===== config.mk =====
export PLATFORM = sky130hd
export DESIGN_NAME = cpu7_ifu_fctl
export DESIGN_NICKNAME = d
export VERILOG_FILES = /design/src/rtl/cpu7_ifu_fctl_pkg.sv /design/src/rtl/cpu7_ifu_fbuf.sv /design/src/rtl/cpu7_ifu_fctl.sv
export SDC_FILE = /design/constraint.sdc
export NUM_CORES = 1
export LEC_CHECK = 0
export CORE_MARGIN = 4
export CORE_UTILIZATION = 49
export DETAILED_ROUTE_END_ITERATION = 8
export GPL_TIMING_DRIVEN = 0
export PLACE_DENSITY = 0.86
export SLEW_MARGIN = 20
export SYNTH_ARGS = -nofsm -noshare
export SYNTH_HDL_FRONTEND = slang
export SYNTH_HIERARCHICAL = 1
export SYNTH_SLANG_ARGS = --single-unit

===== constraint.sdc =====
create_clock -name clk -period 7 [get_ports clk]
set_input_delay 2.1 -clock clk [delete_from_list [all_inputs] [get_ports clk]]
set_output_delay 2.1 -clock clk [all_outputs]
set_load 0.02 [all_outputs]

===== src/rtl/cpu7_ifu_fctl_pkg.sv =====
// Shared IFU definitions: fetch-control FSM encoding, the default depth of
// the outstanding-request window and a small saturating-counter helper.
package cpu7_ifu_fctl_pkg;

  typedef enum logic [1:0] {
    IDLE  = 2'd0,
    RUN   = 2'd1,
    FLUSH = 2'd2
  } fctl_state_e;

  // Accepted-but-unreturned fetch requests allowed at once (legal 1..3).
  localparam int IFU_MAX_OUTSTD = 2;

  // Decrement that sticks at zero; a stray response must never wrap a count.
  function automatic logic [1:0] sat_dec(input logic [1:0] v);
    return (v == 2'd0) ? 2'd0 : v - 2'd1;
  endfunction

endpackage


===== src/rtl/cpu7_ifu_fbuf.sv =====
// Small in-order instruction buffer. Push appends at the tail, pop removes
// the head, flush empties everything in one cycle (flush wins over push/pop).
// Head is a registered array read, so it is valid only while count != 0.
module cpu7_ifu_fbuf #(
  parameter  int DEPTH = 2,
  parameter  int WIDTH = 32,
  localparam int CW    = $clog2(DEPTH + 1)
) (
  input  logic             clk,
  input  logic             rst,
  input  logic             push,
  input  logic             pop,
  input  logic             flush,
  input  logic [WIDTH-1:0] din,
  output logic [CW-1:0]    count,
  output logic [WIDTH-1:0] head,
  output logic             empty
);

  localparam int PW = (DEPTH > 1) ? $clog2(DEPTH) : 1;

  logic [WIDTH-1:0] mem [DEPTH];
  logic [PW-1:0]    rd_ptr;
  logic [PW-1:0]    wr_ptr;
  logic             push_ok;
  logic             pop_ok;

  // Pointer increment with explicit wrap so non-power-of-two depths work.
  function automatic logic [PW-1:0] bump(input logic [PW-1:0] p);
    return (p == PW'(DEPTH - 1)) ? '0 : p + PW'(1);
  endfunction

  assign pop_ok  = pop & (count != '0);
  assign push_ok = push & ((count < CW'(DEPTH)) | pop_ok);
  assign empty   = (count == '0);
  assign head    = mem[rd_ptr];

  // Storage, pointers and occupancy; storage is cleared so head reads 0 after reset.
  always_ff @(posedge clk or posedge rst) begin
    if (rst) begin
      rd_ptr <= '0;
      wr_ptr <= '0;
      count  <= '0;
      for (int i = 0; i < DEPTH; i++) mem[i] <= '0;
    end else if (flush) begin
      rd_ptr <= '0;
      wr_ptr <= '0;
      count  <= '0;
    end else begin
      if (push_ok) begin
        mem[wr_ptr] <= din;
        wr_ptr      <= bump(wr_ptr);
      end
      if (pop_ok) rd_ptr <= bump(rd_ptr);
      count <= count + CW'(push_ok) - CW'(pop_ok);
    end
  end

endmodule


===== src/rtl/cpu7_ifu_fctl.sv =====
// Instruction-fetch flow control. Issues fetch requests to the memory side,
// tracks how many are in flight, drops responses that belong to requests
// made before a redirect, and buffers live instructions for decode.
//
// Handshakes: a request transfers in a cycle where inst_req & inst_addr_ok;
// responses come back strictly in request order, one per inst_valid_raw
// cycle, with no back-pressure. Toward decode, fetch_valid_f marks the head
// instruction and it is consumed in the same cycle unless redirect is high.
//
// live_cnt counts in-flight requests whose data is still wanted; drop_cnt
// counts in-flight requests issued before a redirect. Because responses are
// in order, all dropped ones return before any live one.
module cpu7_ifu_fctl
  import cpu7_ifu_fctl_pkg::*;
#(
  parameter int MAX_OUTSTD = IFU_MAX_OUTSTD
) (
  input  logic        clk,
  input  logic        reset,
  input  logic        fetch_en,
  input  logic [31:0] pc_req,
  input  logic        redirect,
  input  logic        stall,
  output logic        inst_req,
  output logic [31:0] inst_addr,
  input  logic        inst_addr_ok,
  input  logic        inst_valid_raw,
  input  logic [31:0] inst_rdata_raw,
  output logic        inst_cancel,
  output logic        pc_adv,
  output logic        fetch_valid_f,
  output logic [31:0] fetch_inst_f,
  output fctl_state_e dbg_state
);

  localparam int CW = $clog2(MAX_OUTSTD + 1);

  fctl_state_e   state;
  logic [1:0]    live_cnt;
  logic [1:0]    drop_cnt;
  logic [1:0]    live_nxt;
  logic [1:0]    drop_nxt;
  logic [1:0]    drop_sum;
  logic [CW-1:0] fifo_cnt;
  logic          fifo_empty;
  logic [31:0]   fifo_head;
  logic [3:0]    inflight;
  logic          active;
  logic          accept;
  logic          resp;
  logic          redir;
  logic          push;
  logic          pop;

  assign active   = (state != IDLE);
  // Registered counts only: a slot freed this cycle is reusable next cycle.
  assign inflight = 4'(live_cnt) + 4'(drop_cnt) + 4'(fifo_cnt);
  assign inst_req = active & fetch_en & (inflight < 4'(MAX_OUTSTD));
  assign inst_addr = pc_req;
  assign accept   = inst_req & inst_addr_ok;
  assign pc_adv   = accept;

  assign redir       = active & redirect;
  assign inst_cancel = redir;
  assign resp        = active & inst_valid_raw;

  // Keep only responses for wanted requests; a redirect kills this one too.
  assign push = resp & ~redir & (drop_cnt == 2'd0) & (live_cnt != 2'd0);

  assign fetch_valid_f = active & ~fifo_empty & ~stall;
  assign pop           = fetch_valid_f & ~redir;
  assign fetch_inst_f  = active ? fifo_head : 32'h0;
  assign dbg_state     = state;

  // drop+live never exceeds 3, so the two-bit sum cannot wrap.
  assign drop_sum = drop_cnt + live_cnt;

  // Next-count logic for accept, response and redirect events.
  always_comb begin
    live_nxt = live_cnt;
    drop_nxt = drop_cnt;
    if (redir) begin
      // Everything in flight becomes stale except a request accepted now,
      // which was already issued to the redirect target.
      drop_nxt = resp ? sat_dec(drop_sum) : drop_sum;
      live_nxt = accept ? 2'd1 : 2'd0;
    end else begin
      if (resp) begin
        if (drop_cnt != 2'd0) drop_nxt = drop_cnt - 2'd1;
        else                  live_nxt = sat_dec(live_cnt);
      end
      if (accept) live_nxt = live_nxt + 2'd1;
    end
  end

  // FSM and counters: IDLE leaves on the first edge after reset; afterwards
  // FLUSH simply mirrors whether stale responses are still expected.
  always_ff @(posedge clk or posedge reset) begin
    if (reset) begin
      state    <= IDLE;
      live_cnt <= 2'd0;
      drop_cnt <= 2'd0;
    end else begin
      case (state)
        IDLE: state <= RUN;
        default: begin
          live_cnt <= live_nxt;
          drop_cnt <= drop_nxt;
          state    <= (drop_nxt != 2'd0) ? FLUSH : RUN;
        end
      endcase
    end
  end

  cpu7_ifu_fbuf #(
    .DEPTH (MAX_OUTSTD),
    .WIDTH (32)
  ) u_fbuf (
    .clk   (clk),
    .rst   (reset),
    .push  (push),
    .pop   (pop),
    .flush (redir),
    .din   (inst_rdata_raw),
    .count (fifo_cnt),
    .head  (fifo_head),
    .empty (fifo_empty)
  );

endmodule

After elaboration in Yosys (flattened, before gate mapping). Cells that the tools add are included.

Flip-flop bits (word level): 74. Bits of input ports: 71. Word-level logic and storage cells: 85.

Add/subtract/negate cells: 11. $lt $le $gt $ge: 5. Muxes and demuxes: 28. Bitwise operators: 19. Reduce and logical (&&, ||, !) cells: 14.

Operator list (number): two-way mux 32 bit (5); bitwise mux 64 bit (1); demux 32 bit (select 1 bit) (1); two-way mux 2 bit (14); nonzero test 2 bit (7); bitwise AND 1 bit (13); logical NOT 2 bit (5); two-way mux 1 bit (7); subtractor 2 x 1 -> 2 bit, second input constant (3); adder 3 x 2 -> 4 bit (1); greater-or-equal comparator 2 bit, second input constant (2); less-than comparator 4 x 2 -> 1 bit, second input constant (1); inverter 1 -> 2 bit (2); adder 2 x 2 -> 3 bit (1); inverter 1 bit (3); adder 1 bit, second input constant (2); adder 2 x 1 -> 2 bit (1); adder 2 x 1 -> 2 bit, second input constant (1); adder 2 bit (1); less-than comparator 2 x 1 -> 1 bit, second input constant (1); less-than comparator 2 bit, second input constant (1); AND reduction 2 bit (1); subtractor 2 x 1 -> 2 bit (1); logical AND 1 bit (1); OR 1 bit (1).

Longest topological paths before layout.
Depth in word-level cells: 11. Mapped depth: 9. Gate-level depth less buffers: 9.

By module. Netlist, hierarchy kept.

Modules (own cells, without submodules): cpu7_ifu_fbuf (instances 1, cells each 195, area an instance 3001.6 um^2); cpu7_ifu_fctl (instances 1, cells each 132, area an instance 972.2 um^2).

Least setup slack after synthesis. No wires, ideal clock.

Path type: input to output. Start point: input port redirect. End point: output port inst_cancel. Data arrival time: 2767 ps. Data required time: 4900 ps. Setup slack: 2133 ps. Stages on the path: 2. Cells stage by stage: inv_1 -> nor2_1.

Word-level cells in the longest chain between the ends: 1.

Ends and longest elaborated chain: start: declaration (RTL line cpu7_ifu_fctl.sv:22) `input logic redirect,`; bitwise AND 1 bit (RTL line cpu7_ifu_fctl.sv:63) `assign redir = active & redirect;`; end: declaration (RTL line cpu7_ifu_fctl.sv:29) `output logic inst_cancel,`.

Every way passes these cells.

Worst setup path in the final report. Ends and elaborated chain as after synthesis.

==> results.yml <==
min_path:
  hold_path.class: "register to register"
status:
  status: "complete, no violations"
final_layout:
  area_delta_synth_final_pct: 34.79
  finalInstanceArea_sq_um: 5356
  final_core_util_pct: 68.61
  final_layout_size_suffix_gt1_share_pct: 34.15
  layout_common_cells: "clkdlybuf4s50_1 (108), mux2_2 (94), dfrtp_1 (74)"
  layoutNonFillerInstCount: 553
  antenna_cells: 0
  final_nets: 524
  layout_commonest_cell: "clkdlybuf4s50_1"
  multi_input_area_sq_um: 1747
  fill_cells: 612
  seqCellArea_sq_um: 1852
job:
  maxCapViolCount: 0
synth:
  ys_warn_count: 6
  synth_top_area_cell: "dfrtp_1"
  synth-seq-cells: 74
  syn_inst: 327
  yosysUniqueCellTypes: 42
  netlist.area_leader.share_pct: 46.60
  syn-mean-instance-area_sq_um: 12.15
  synth_area_leaders: "dfrtp_1 (47%), mux2_2 (27%), buf_4 (6.0%)"
  ys_seq_area_share_pct: 46.60
  synth-edff-count: 0
  syn_nets: 404
  syn_area_sq_um: 3974
  ys_async_sr_fraction_pct: 100.0
  synth-main-ff-cell: "dfrtp_1"
setup_path:
  r2r_cells: 6
  crit_path_end_kind: "output port"
  path_class: "input port to output port"
  worst-path-buf-inv: 3
  setup.worst_path.end: "inst_cancel"
  regToRegSetupSlack_ns: 4.26
  worstReg2RegEnd: "u_fbuf/mem[59]"
  arrival_ns: 4.01
  critPathSlowestCell: "clkdlybuf4s50_1"
  critical-path-top-delay-family: "buffers and inverters"
  worstSetupStartpoint: "redirect"
  max_stage_delay_ns: 0.74
  path_max_fanout: 10
  r2r_start: "drop_cnt[1]"
  cp.required_ns: 4.90
  cp_cell_sequence: "clkdlybuf4s50_1 -> inv_1 -> nor2_1 -> clkdlybuf4s50_1"
  critical_path_depth: 4
  cp_common_cell: "clkdlybuf4s50_1"
  cp-start-kind: "input port"
global_route:
  grt_pass1_vias: 2966
  grt_pass1_wl_mm: 14.30
  grt_remaining_overflow: 0
  antenna_found_initial: 0
  grtUsageMet1_pct: 22.07
  use_met3_pct: 3.143
  grt_most_used_layer: "met2"
  grt_max_degree: 39
  grtUsageMet2_pct: 32.72
  grt_use_total_pct: 18.35
sta:
  finalCritPeriodShare_pct: 87.29
  worst_slew_pin_slew_ns: 0.7760
  hold_violations: 0
  finalCriticalPeriod_ns: 6.110
  slew_violations: 0
  clock.fmax_mhz: 163.7
  clock_skew_ns: 0.005588
  tns_ns: 0
  rsz0062_at_grt: "no"
  final-setup-viol-count: 0
  relSlewSlack_pct: 48.08
power_and_ir_drop:
  power_density_nw_per_um2: 303.4
  peakVddDrop_mv: 0.1521
  power_leakage_nw: 2.490
  total_power_mw: 1.625
clock_tree:
  clk_latency_ns: 0.33
  clock-sinks: 74
  path_clk_slew_ns: 0.07
  holdBufCountCts: 0
  cts_inserted_buffers: 9
  cts_root_buf: "clkbuf_8"
  post_cts_resized: 0
  cts_tree: "done"
  cts.htree.levels: 3
  clk_path_buf_depth: 2
  postCtsSetupBuffers: 0
die:
  die_area_sq_um: 9615
  fp.dieH_um: 98.06
  coreArea_sq_um: 7807
  num_io_pins: 141
  initial_utilization_pct: 50.90
  row_count: 32
  die_x_um: 98.06
detailed_routing:
  drtAntennaViolNets: 0
  vias: 2807
  drc: 0
  wl_per_cell_um: 15.90
  drt_iter0_drc: 100
  avgViaCountPerCell: 5.076
  drtPass1Iterations: 4
  finalWirelength_mm: 8.793
place:
  dpl-instance-area_sq_um: 5205
  dpl.hpwl_mm: 6.796
  gp_congestion: 0.8367
  port-buffer-count: 108
  dpl.cell_count: 538
-- metal layers --
metal  vias to the layer above  wire length (um)
met5                         -                 0
met4                         0               157
met3                        16               407
met2                        83              4652
met1                      1376              3575
li1                       1332                 -
-- flip-flops by register name, indices dropped and copies added (netlist names) --
name	cells
dbg_state	2
drop_cnt	2
u_fbuf/mem	64
live_cnt	2
u_fbuf/count	2
u_fbuf/wr_ptr	1
u_fbuf/rd_ptr	1
-- worst register-to-register path, stage by stage, from the launching register on --
cell and delay (ns):
dfrtp_1 0.46, or3b_1 0.45, nor4_1 0.44, inv_1 0.18, nor4_4 0.52, buf_6 0.23
mux2_2 0.35
-- through the flow --
stage / hold slack, ns / setup WS (ns)
floorplan: 0.4541 / 2.134
global placement: 0.4625 / 0.8993
detailed placement: 0.4825 / 0.9114
CTS: 0.4992 / 0.9067
global route: 0.5166 / 0.8156
finish: 0.4927 / 0.8896
-- synth_stat cells, drive strengths merged (2+ instances only) --
library cell	count
buf	41
nand2	5
ha	5
o21ai	5
a21oi	4
xnor2	3
nand3	3
nor2	10
o311ai	2
dfrtp	74
clkbuf	7
mux2	96
nor3	2
inv	12
and2	33
nor4	3
-- logic make-up after synthesis --
kind of cell | count (synthesis) | synth area share, %
buffers and inverters | 60 | 9.446
adder cells (fa/ha/maj) | 6 | 2.078
AND/OR/NAND/NOR | 67 | 10.30
AO/OA/AOI/OAI | 20 | 3.495
multiplexers | 96 | 27.20
XOR/XNOR | 4 | 0.8818
flip-flops | 74 | 46.60
-- power breakdown --
group          switching (mW)  total (mW)  internal [mW]
Combinational           0.355       0.765          0.410
Sequential             0.0588       0.592          0.533
Clock                   0.143       0.268          0.125
-- final cells by class --
| class | count | share of cell area, % |
|---|---|---|
| multi-input combinational | 193 | 32.61 |
| tap | 102 | 2.383 |
| clock buffer | 11 | 2.453 |
| buffer | 48 | 6.167 |
| inverter | 12 | 0.8876 |
| sequential | 74 | 34.57 |
| clock inverter | 4 | 0.3737 |
| timing repair buffer | 109 | 20.56 |
-- worst min path at each step --
stage | from | end | cells past startpoint
global route | u_fbuf/mem[42] | u_fbuf/mem[42] | 1
finish | u_fbuf/mem[43] | u_fbuf/mem[43] | 1
global placement | u_fbuf/mem[43] | u_fbuf/mem[43] | 1
CTS | u_fbuf/mem[43] | u_fbuf/mem[43] | 1
floorplan | u_fbuf/mem[42] | u_fbuf/mem[42] | 1
detailed placement | u_fbuf/mem[43] | u_fbuf/mem[43] | 1
(Power assumes the default switching activity.)
